**config.mk**
```make
export PLATFORM = sky130hd
export DESIGN_NAME = adder_serial
export DESIGN_NICKNAME = d
export VERILOG_FILES = /design/src/rtl/adder_serial.sv
export SDC_FILE = /design/constraint.sdc
export NUM_CORES = 1
export LEC_CHECK = 0
export CORE_ASPECT_RATIO = 0.6
export CORE_MARGIN = 2
export CORE_UTILIZATION = 50
export DETAILED_ROUTE_END_ITERATION = 7
export PLACE_DENSITY = 0.83
export SETUP_SLACK_MARGIN = 0.05
export SLEW_MARGIN = 15
export SYNTH_ARGS = -nofsm -noshare
export SYNTH_HDL_FRONTEND = slang
export SYNTH_SLANG_ARGS = --single-unit
```
**constraint.sdc**
```tcl
create_clock -name clk -period 2.3 [get_ports clk]
set_input_delay 0.46 -clock clk [delete_from_list [all_inputs] [get_ports clk]]
set_output_delay 0.46 -clock clk [all_outputs]
set_load 0.01 [all_outputs]
```
**src/rtl/adder_serial.sv**
```systemverilog
// Digit-serial adder: adds a + b + c_in DIGIT bits per clock over WIDTH/DIGIT cycles,
// with start/busy/done handshake, carry-out and signed overflow held until next completion.
module adder_serial #(
   parameter int WIDTH = 8,
   parameter int DIGIT = 2
) (
   input  logic             clk,
   input  logic             rst,
   input  logic [WIDTH-1:0] a,
   input  logic [WIDTH-1:0] b,
   input  logic             c_in,
   input  logic             start,
   output logic             busy,
   output logic             done,
   output logic             c_out,
   output logic [WIDTH-1:0] sum,
   output logic             overflow
);

   localparam int N  = WIDTH / DIGIT;
   localparam int CW = (N > 1) ? $clog2(N) : 1;

   typedef enum logic [1:0] {S_IDLE, S_RUN, S_DONE} state_t;

   state_t           state;
   logic [WIDTH-1:0] a_sh;
   logic [WIDTH-1:0] b_sh;
   logic [WIDTH-1:0] psum;
   logic             carry;
   logic [CW-1:0]    cnt;

   logic [DIGIT:0]   dig;
   logic [DIGIT-1:0] digit_sum;
   logic             digit_carry;
   logic             msb_carry;
   logic [WIDTH-1:0] psum_next;
   logic             last;

   always_comb begin
      dig         = {1'b0, a_sh[DIGIT-1:0]} + {1'b0, b_sh[DIGIT-1:0]} + (DIGIT+1)'(carry);
      digit_sum   = dig[DIGIT-1:0];
      digit_carry = dig[DIGIT];
      // Carry into the top bit of this digit, recovered from the sum bit and its operands.
      msb_carry   = digit_sum[DIGIT-1] ^ a_sh[DIGIT-1] ^ b_sh[DIGIT-1];
      psum_next   = WIDTH'({digit_sum, psum} >> DIGIT);
      last        = (cnt == CW'(N - 1));
   end

   always_ff @(posedge clk or posedge rst) begin
      if (rst) begin
         state    <= S_IDLE;
         a_sh     <= '0;
         b_sh     <= '0;
         psum     <= '0;
         carry    <= 1'b0;
         cnt      <= '0;
         busy     <= 1'b0;
         done     <= 1'b0;
         c_out    <= 1'b0;
         sum      <= '0;
         overflow <= 1'b0;
      end else begin
         case (state)
            S_IDLE, S_DONE: begin
               done <= 1'b0;
               if (start) begin
                  a_sh  <= a;
                  b_sh  <= b;
                  carry <= c_in;
                  psum  <= '0;
                  cnt   <= '0;
                  busy  <= 1'b1;
                  state <= S_RUN;
               end else begin
                  state <= S_IDLE;
               end
            end
            S_RUN: begin
               a_sh  <= a_sh >> DIGIT;
               b_sh  <= b_sh >> DIGIT;
               psum  <= psum_next;
               carry <= digit_carry;
               cnt   <= cnt + 1'b1;
               if (last) begin
                  sum      <= psum_next;
                  c_out    <= digit_carry;
                  overflow <= msb_carry ^ digit_carry;
                  busy     <= 1'b0;
                  done     <= 1'b1;
                  state    <= S_DONE;
               end
            end
            default: begin
               busy  <= 1'b0;
               done  <= 1'b0;
               state <= S_IDLE;
            end
         endcase
      end
   end

endmodule
```
==> impl_results.rst <==
.. list-table::
   :header-rows: 1

   * - Metric
     - Value
   * - Run status
     - finished, final reports clean
   * - Final routed wire length divided by cell count
     - 13.8 um
   * - Startpoint-to-endpoint class of the critical path
     - reg2reg
   * - Clk root buf
     - clkbuf_8
   * - Number of warnings printed during yosys synthesis
     - 0
   * - Non-Filler Cell Area, Final
     - 2080 um2
   * - GRT busiest layer
     - met2
   * - Final hold violation count
     - 0
   * - Antenna violation net count after detailed routing
     - 0
   * - Library cell with the highest instance count after synthesis
     - dfrtp_1
   * - Top_reg_cell synth
     - dfrtp_1
   * - CTS buffer count
     - 5
   * - Worst-Skew Late Latency
     - 290 ps
   * - Largest net degree at the start of global routing
     - 40
   * - Crit path arrival time
     - 2100 ps
   * - Count of pins over their slew limit
     - 0
   * - Flip-flop and latch count after synthesis
     - 39
   * - PD cells
     - 1520 nW/um2
   * - Syn Std Cell Area
     - 1660 um2
   * - Synth top cells by count
     - 39 x dfrtp_1, 28 x nand2_1, 17 x nor2_1
   * - Setup-violating endpoint count in the final report
     - 0
   * - Fin crit period
     - 1950 ps
   * - Actual slew at the worst max-slew pin
     - 967 ps
   * - Final Cycle Share
     - 0.848
   * - TritonCTS clock tree
     - done
   * - Area enclosed by the die boundary
     - 3800 um2
   * - Number of sinks driven by the clock tree
     - 39
   * - EDFF count, synth
     - 0
   * - Top achievable clock speed
     - 513 MHz
   * - Global-route wire length before repair
     - 5.22 mm
   * - Fin nets
     - 199
   * - Register area share after synthesis
     - 0.589
   * - Detailed-route vias per instance
     - 5.27
   * - Vias in the first global route
     - 1,108
   * - # IOs
     - 32
   * - Share of flip-flops with an asynchronous set or reset
     - 1.00
   * - Maximum number of buffers from clock root to sink
     - 2
   * - Fraction of layout instances using a drive strength above 1
     - 0.124
   * - RSZ-0062 raised after global routing
     - no
   * - Max H-tree Level
     - 2
   * - Port bufs
     - 31
   * - Yosys top cell area share
     - 0.589
   * - Post-route DRC
     - 0
   * - Hold_buf cts
     - 0
   * - Data required, critical path
     - 2450 ps
   * - Overall overflow remaining after global route
     - 0
   * - # Post-CTS Setup Buffers
     - 0
   * - Syn Inst Count
     - 145
   * - Final Core Density
     - 0.650
   * - Number of design-rule violations left by the first detailed-router iteration
     - 89
   * - Reg2reg setup slack
     - 350 ps
   * - Summed negative setup slack over all endpoints
     - 0 ps
   * - Worst vdd rail ir drop
     - 607 uV
   * - Type of the most critical hold path
     - reg2reg
   * - Number of antenna violations at the first check in global routing
     - 0
   * - Initial Util
     - 0.517
   * - Post-Route Hold Slack
     - 499 ps
   * - Post-synth top area cell
     - dfrtp_1
   * - Antenna fix cells
     - 0
   * - Total number of placement rows
     - 16
   * - Detailed Routing Iterations Pass 1
     - 4
   * - Via total after detailed routing
     - 1,171
   * - Sum of internal, switching and leakage power
     - 3.16 mW
   * - CORE AREA
     - 3200 um2
   * - Global-route track usage on met2
     - 0.279
   * - GRT Resource Usage Total
     - 0.185
   * - Number of max-cap violations
     - 0
   * - Detailed placer's ending HPWL
     - 2.16 mm
   * - Tightest slew margin relative to the limit
     - 0.355
   * - Met3 global-route usage
     - 0.0597
   * - Die span in y
     - 48.6 um
   * - GR Util met1
     - 0.244
   * - Setup skew after layout
     - 5.85 ps
   * - Area growth syn-to-layout
     - 25.8%
   * - Clk pin slew, worst setup/hold paths
     - 80 ps
   * - Average instance area after synthesis
     - 11.4 um2
   * - Unique masters post-synth
     - 24
   * - Syn_nets
     - 168
   * - Die X-Extent
     - 78.3 um
   * - Worst-path maximum fanout
     - 3
   * - Resized cells post-CTS
     - 0
   * - Standard cell area after detailed placement
     - 1970 um2
   * - Synth top area cells
     - dfrtp_1 59%, nand2_1 6.3%, mux2_2 6.1%, a22o_1 5.3%, a31oi_1 4.9%
   * - Final GP Congestion
     - 0.802
   * - Element type at the critical path start
     - register
   * - Kind of end point of the critical path
     - register
   * - Leakage
     - 0.930 nW
   * - Final routed wirelength across all metal layers
     - 3.06 mm
==> kinds of logic (layout without fill, tap and decap cells) <==
family / count (synthesis) / after routing / share of synthesized area
AOI/OAI and AO/OA: 28 / 28 / 0.120
and+or+nand+nor: 52 / 52 / 0.134
DFF: 39 / 39 / 0.589
buffers and inverters: 11 / 43 / 0.0483
adders and majority gates: 3 / 3 / 0.0317
muxes: 9 / 9 / 0.0612
xor gates and xnor gates: 3 / 3 / 0.0159
==> worst max-delay path, stage by stage (launching register included) <==
cell,delay [ps]
dfrtp_1,400
fa_1,450
fa_1,510
xnor2_1,230
xnor2_1,140
o21ai_0,90
==> power by group <==
group	switching, mW	leakage (nW)	internal, mW
clock network	0.238	0.0612	0.351
logic	0.649	0.393	0.698
registers	0.212	0.475	1.01
total	1.10	0.930	2.06
==> sequential cells by signal, summed over array words and instances (netlist names) <==
name / flops
a_sh: 8
b_sh: 8
sum: 8
psum: 6
cnt: 2
state: 2
busy: 1
c_out: 1
carry: 1
done: 1
overflow: 1
==> through the flow <==
step                instances  setup slack, ps
detailed placement        214              362
CTS                       222              347
finish                    222              350
global route              222              265
floorplan                 145              498
global placement          214              444
==> worst paths after layout <==
| check | from | end | cells after the start |
|---|---|---|---|
| max in group asynchronous | rst | a_sh[3] | 3 |
| min | done | done | 2 |
| max reg2reg | a_sh[0] | overflow | 5 |
| max | a_sh[0] | overflow | 5 |
| min reg2reg | done | done | 2 |
| min in group asynchronous | rst | sum[5] | 3 |
==> layer usage <==
| metal | wire (um) | vias to the layer above |
|---|---|---|
| li1 | - | 553 |
| met1 | 1480 | 583 |
| met2 | 1390 | 30 |
| met3 | 148 | 5 |
| met4 | 42 | 0 |
| met5 | 0 | - |
==> layout by cell type, fill, tap and decap left out <==
cell type	n
a22o_1	10
a22o_2	1
a31oi_1	13
and2b_1	1
and2b_2	1
buf_4	2
bufinv_16	1
clkbuf_8	6
clkdlybuf4s50_1	31
clkinv_2	1
dfrtp_1	39
fa_1	2
ha_1	1
inv_1	2
mux2_2	9
nand2_1	28
nand2b_1	2
nand3_1	1
nand3b_1	1
nor2_1	17
nor2_4	1
o21ai_0	3
o21ai_1	1
xnor2_1	3
==> layout make-up <==
class,count,area (um2)
Fill cell,259,1120
Timing Repair Buffer,33,325
Clock inverter,2,35.0
Clock buffer,6,82.6
Multi-Input combinational cell,95,601
Tap cell,45,56.3
Inverter,2,7.51
Sequential cell,39,976
Note: power is estimated with default switching activity, not from simulation.
